<file path="config.mk">
export PLATFORM = sky130hd
export DESIGN_NAME = rvv_uop_queue
export DESIGN_NICKNAME = d
export VERILOG_FILES = /design/src/rtl/rvv_uop_queue.sv
export SDC_FILE = /design/constraint.sdc
export NUM_CORES = 1
export LEC_CHECK = 0
export CAP_MARGIN = 0
export CORE_MARGIN = 4
export CORE_UTILIZATION = 60
export DETAILED_ROUTE_END_ITERATION = 10
export PLACE_DENSITY = 0.79
export SYNTH_ARGS = -nofsm -noshare
export SYNTH_HDL_FRONTEND = slang
export SYNTH_SLANG_ARGS = --single-unit
</file>
<file path="constraint.sdc">
create_clock -name clk -period 6.1 [get_ports clk]
set_input_delay 1.22 -clock clk [delete_from_list [all_inputs] [get_ports clk]]
set_output_delay 1.22 -clock clk [all_outputs]
set_load 0.03 [all_outputs]
</file>
<file path="src/rtl/rvv_uop_queue.sv">
// rtl/rvv_uop_queue.sv - in-order RVV uop FIFO between decoder and dispatch; optional RVV_UQ_OCCUPANCY_EN adds uq_count/uq_almost_full
`ifndef NUM_DP_UOP
`define NUM_DP_UOP 2
`endif

module rvv_uop_queue #(
    parameter int DEPTH   = 16,
    parameter int NUM_IN  = 2,
    parameter int NUM_OUT = `NUM_DP_UOP,
    parameter int UOP_W   = 32
) (
    input  logic                             clk,
    input  logic                             rst,
    input  logic [NUM_IN-1:0]                uops_valid_dc2uq,
    input  logic [NUM_IN-1:0][UOP_W-1:0]     uops_dc2uq,
    output logic [NUM_IN-1:0]                uops_ready_uq2dc,
    output logic [NUM_OUT-1:0]               uops_valid_uq2dp,
    output logic [NUM_OUT-1:0][UOP_W-1:0]    uops_uq2dp,
    input  logic [NUM_OUT-1:0]               uops_ready_dp2uq,
    input  logic                             flush
`ifdef RVV_UQ_OCCUPANCY_EN
    ,
    output logic [$clog2(DEPTH+1)-1:0]       uq_count,
    output logic                             uq_almost_full
`endif
);

    localparam int AW = $clog2(DEPTH);
    localparam int CW = $clog2(DEPTH+1);
    localparam int PW = $clog2(NUM_IN+1);
    localparam int QW = $clog2(NUM_OUT+1);

    logic [UOP_W-1:0] mem [DEPTH];
    logic [AW-1:0]    rptr;
    logic [AW-1:0]    wptr;
    logic [CW-1:0]    count;
    logic [PW-1:0]    push_cnt;
    logic [QW-1:0]    pop_cnt;
    logic             push_run;
    logic             pop_run;

    // Decoder ready comes only from registered occupancy, so a same-cycle pop never frees a slot
    always_comb begin
        uops_ready_uq2dc = '0;
        for (int i = 0; i < NUM_IN; i++) begin
            uops_ready_uq2dc[i] = !rst && ((DEPTH - int'(count)) > i);
        end
    end

    // Accept only the leading run of lanes that are both valid and ready
    always_comb begin
        push_run = 1'b1;
        push_cnt = '0;
        for (int i = 0; i < NUM_IN; i++) begin
            if (push_run && uops_valid_dc2uq[i] && uops_ready_uq2dc[i]) begin
                push_cnt = push_cnt + PW'(1);
            end else begin
                push_run = 1'b0;
            end
        end
    end

    // Present the oldest entries; valid is purely a function of occupancy
    always_comb begin
        uops_valid_uq2dp = '0;
        uops_uq2dp       = '0;
        for (int j = 0; j < NUM_OUT; j++) begin
            uops_valid_uq2dp[j] = int'(count) > j;
            uops_uq2dp[j]       = mem[rptr + AW'(j)];
        end
    end

    // Pop only the in-order prefix of lanes dispatch has taken; a gap stops the run
    always_comb begin
        pop_run = 1'b1;
        pop_cnt = '0;
        for (int j = 0; j < NUM_OUT; j++) begin
            if (pop_run && uops_valid_uq2dp[j] && uops_ready_dp2uq[j]) begin
                pop_cnt = pop_cnt + QW'(1);
            end else begin
                pop_run = 1'b0;
            end
        end
    end

    // Pointer and occupancy update; flush wins over any same-cycle push or pop
    always_ff @(posedge clk or posedge rst) begin
        if (rst) begin
            rptr  <= '0;
            wptr  <= '0;
            count <= '0;
        end else if (flush) begin
            rptr  <= '0;
            wptr  <= '0;
            count <= '0;
        end else begin
            rptr  <= rptr + AW'(pop_cnt);
            wptr  <= wptr + AW'(push_cnt);
            count <= count + CW'(push_cnt) - CW'(pop_cnt);
        end
    end

    // Entry storage is not reset; the pointers alone define what is live
    always_ff @(posedge clk) begin
        if (!flush) begin
            for (int k = 0; k < NUM_IN; k++) begin
                if (k < int'(push_cnt)) begin
                    mem[wptr + AW'(k)] <= uops_dc2uq[k];
                end
            end
        end
    end

`ifdef RVV_UQ_OCCUPANCY_EN
    // Occupancy taps for decoder throttling and performance counters
    always_comb begin
        uq_count       = count;
        uq_almost_full = count >= CW'(DEPTH - NUM_IN);
    end
`endif

endmodule
</file>
==> out/qor.txt <==
status: finished, final reports clean
number of fill cells: 3,456
CP Cell Sequence: buf_4 -> buf_4 -> mux4_2 -> o21ai_0 -> nand4_1 -> clkdlybuf4s50_1
DR DRC count: 0
crit end category: primary output
CTS tree: built
Hold WC Path Type: register to register
Total GRT Usage: 0.3024
Final period util: 0.8815
Mean Syn Cell Area: 16.32 um^2
Layout Utilization: 0.6743
Worst slew margin: 0.1420
Core ar.: 51,410 um^2
GR Overflow Total: 0
CTS clk-pin slew, worst paths: 0.06 ns
worst setup path startpoint: rptr[0]$_DFF_PP0_
Peak Freq: 0.1860 GHz
Synth cell types: 49
Synth Cell Area: 31,230 um^2
crit path to: uops_uq2dp[56]
initial antenna violation count: 1
Post-Route WL: 84,920 um
post-route ant nets: 0
Setup-failing EPs final: 0
Clock Skew: 0.02159 ns
fin worst setup slack: 0.7225 ns
Via density: 7.270
Yosys reg bits: 525
die width: 236.1 um
depth of the CTS H-tree: 2
via count: 19,390
# IOs: 139
post-CTS sizing: 0
Critical Path RT: 4.88 ns
CP peak stage delay: 0.70 ns
vias in the first global route: 20,001
largest buffer count on any clock path: 3
ant diodes: 0
post-CTS setup repair buffer count: 0
layout cells sized above 1: 0.3296
worst slew pin tran: 1.284 ns
clock sinks: 525
CP Launch Type: register
Clk Latency, worst-skew pair: 0.62 ns
crit path time final: 5.377 ns
final hold vios: 0
first-pass GRT wire length: 127,900 um
Worst R2R Start: count[3]$_DFF_PP0_
largest cells by area after synthesis: edfxtp_1, mux4_2, mux2_1
cell taking the most area after synthesis: edfxtp_1
area delta synth->final: 11.00%
Mapped Nets: 2,007
CTS root buf: clkbuf_16
Setup CP Type: register to primary output
number of cell rows: 83
Pleak: 11.24 nW
yosys warns: 0
die area: 55,760 um^2
CP max stage cell: dfrtp_4
max_cap viols: 0
most frequent CP cell: buf_4
DR pass1 iterations: 6
Placer Congestion: 0.8535
CTS Buf Count: 56
DP Wirelength: 50,460 um
IO buf count: 138
top cell type's share of synthesized area: 0.4923
Worst R2R End: mem[9][10]$_DFFE_PP_
Arrival @ worst endpoint: 4.16 ns
largest net degree at the start of global routing: 134
CP max FO: 39
Final nets: 2,035
Worst R2R Path Depth: 13
Syn Inst Count: 1,914
pwr/cell area: 354.7 nW/um^2
DRT iter0 DRCs: 2,444
Die H: 236.1 um
Seq/Total Area, Yosys: 0.5027
R2R setup slack: 1.40 ns
Slew Viols, Final: 0
hold depth: 2
routed len/inst: 31.84 um
Initial Util: 0.6075
Final Power: 12.30 mW
hold buffer count at CTS: 0
RSZ-0062 raised after global routing: false
pre-CTS setup slack: 1.168 ns
Max VDD drop: 320.4 uV
Fin Setup TNS: 0 ns
==> metal layers <==
layer | vias up | global-route usage | routed length, um
met1 | 10169 | 0.4233 | 32620
met5 | - | 0.009524 | 86
met3 | 183 | 0.07331 | 9531
met2 | 1187 | 0.4838 | 40440
li1 | 7847 | - | -
met4 | 4 | 0.08015 | 2231
==> worst min-delay path by stage <==
stage                 startpoint                 to  slack [ns]
2_1_floorplan  wptr[3]$_DFF_PP0_  wptr[3]$_DFF_PP0_        0.59
3_3_place_gp   wptr[3]$_DFF_PP0_  wptr[3]$_DFF_PP0_        0.64
3_5_place_dp   wptr[3]$_DFF_PP0_  wptr[3]$_DFF_PP0_        0.66
4_1_cts        wptr[3]$_DFF_PP0_  wptr[3]$_DFF_PP0_        0.66
5_1_grt        wptr[3]$_DFF_PP0_  wptr[3]$_DFF_PP0_        0.71
6_report       wptr[3]$_DFF_PP0_  wptr[3]$_DFF_PP0_        0.66
==> layout by cell type, fill, tap and decap left out, types with 5 or more instances in the layout <==
| cell type | count |
|---|---|
| a21oi_1 | 6 |
| a22oi_1 | 65 |
| buf_12 | 7 |
| buf_4 | 36 |
| clkbuf_1 | 16 |
| clkbuf_16 | 57 |
| clkdlybuf4s50_1 | 138 |
| clkinv_1 | 18 |
| clkinv_2 | 7 |
| dfrtp_1 | 11 |
| edfxtp_1 | 512 |
| ha_1 | 17 |
| inv_1 | 16 |
| mux2_1 | 277 |
| mux2_2 | 175 |
| mux2_4 | 60 |
| mux4_2 | 256 |
| nand2_1 | 98 |
| nand2_2 | 5 |
| nand2b_1 | 8 |
| nand4_1 | 31 |
| nor2_1 | 9 |
| nor2_4 | 5 |
| nor2_8 | 9 |
| nor2b_1 | 10 |
| o21ai_0 | 65 |
| o22ai_4 | 11 |
| xnor2_1 | 5 |
==> critical path: cells and delay by family (launching register included) <==
family,cells,cell delay (ns)
AOI/OAI and AO/OA,1,0.11
buffers and inverters,3,1.87
DFF,1,0.70
muxes,1,0.57
and+or+nand+nor,1,0.21
==> cells in the mapped netlist, drive strengths merged <==
master and number:
a22oi 65, nor2b 12, ha 18, mux4 256, or2 3, dfrtp 13, or4b 1, or3 2
clkbuf 109, nand3 4, a221oi 1, and3b 1, a21o 1, nand3b 2, edfxtp 512, or3b 1
a21bo 1, nand4 31, inv 16, o22ai 11, and2 4, a32o 1, a21oi 9, and3 3
nand2b 8, fa 4, buf 102, nor3 3, xor2 1, mux2 512, a41o 2, nor3b 4
xnor2 5, nand2 103, o21ai 69, nor2 24
==> report_power, final <==
group / leakage (nW) / internal (mW) / total (mW) / switching, mW
Sequential: 4.78 / 4.04 / 4.14 / 0.0923
Combinational: 5.65 / 2.35 / 4.98 / 2.62
Clock: 0.813 / 1.78 / 3.18 / 1.41
==> flip-flops by register name, indices dropped and copies added (netlist names) <==
name	count
count	5
mem	512
wptr	4
rptr	4
==> cell type report <==
| cell class | count | area, um^2 | area share |
|---|---|---|---|
| timing repair buffer | 181 | 1792 | 0.05169 |
| clock buffer | 76 | 1528 | 0.04407 |
| multi-input combinational | 1162 | 14590 | 0.4208 |
| inverter | 16 | 60.06 | 0.001733 |
| sequential | 525 | 15710 | 0.4531 |
| tap | 680 | 850.8 | 0.02454 |
| clock inverter | 27 | 140.1 | 0.004043 |
==> stage by stage <==
| stage | hold slack (ns) | cell area (um^2) | cells |
|---|---|---|---|
| 2_1_floorplan | 0.5906 | 31230 | 1914 |
| 3_3_place_gp | 0.6404 | 33000 | 2564 |
| 3_5_place_dp | 0.6554 | 33000 | 2564 |
| 4_1_cts | 0.6635 | 34660 | 2667 |
| 5_1_grt | 0.7130 | 34660 | 2667 |
| 6_report | 0.6649 | 34660 | 2667 |
==> logic make-up after synthesis <==
logic type	count (synthesis)	share of synthesized area
XOR/XNOR	6	0.001683
AND/OR/NAND/NOR	206	0.03718
multiplexers	768	0.3765
flip-flops	525	0.5027
adder cells (fa/ha/maj)	22	0.009776
AO/OA/AOI/OAI	160	0.03233
buffers and inverters	227	0.03983
(Power assumes the default switching activity.)
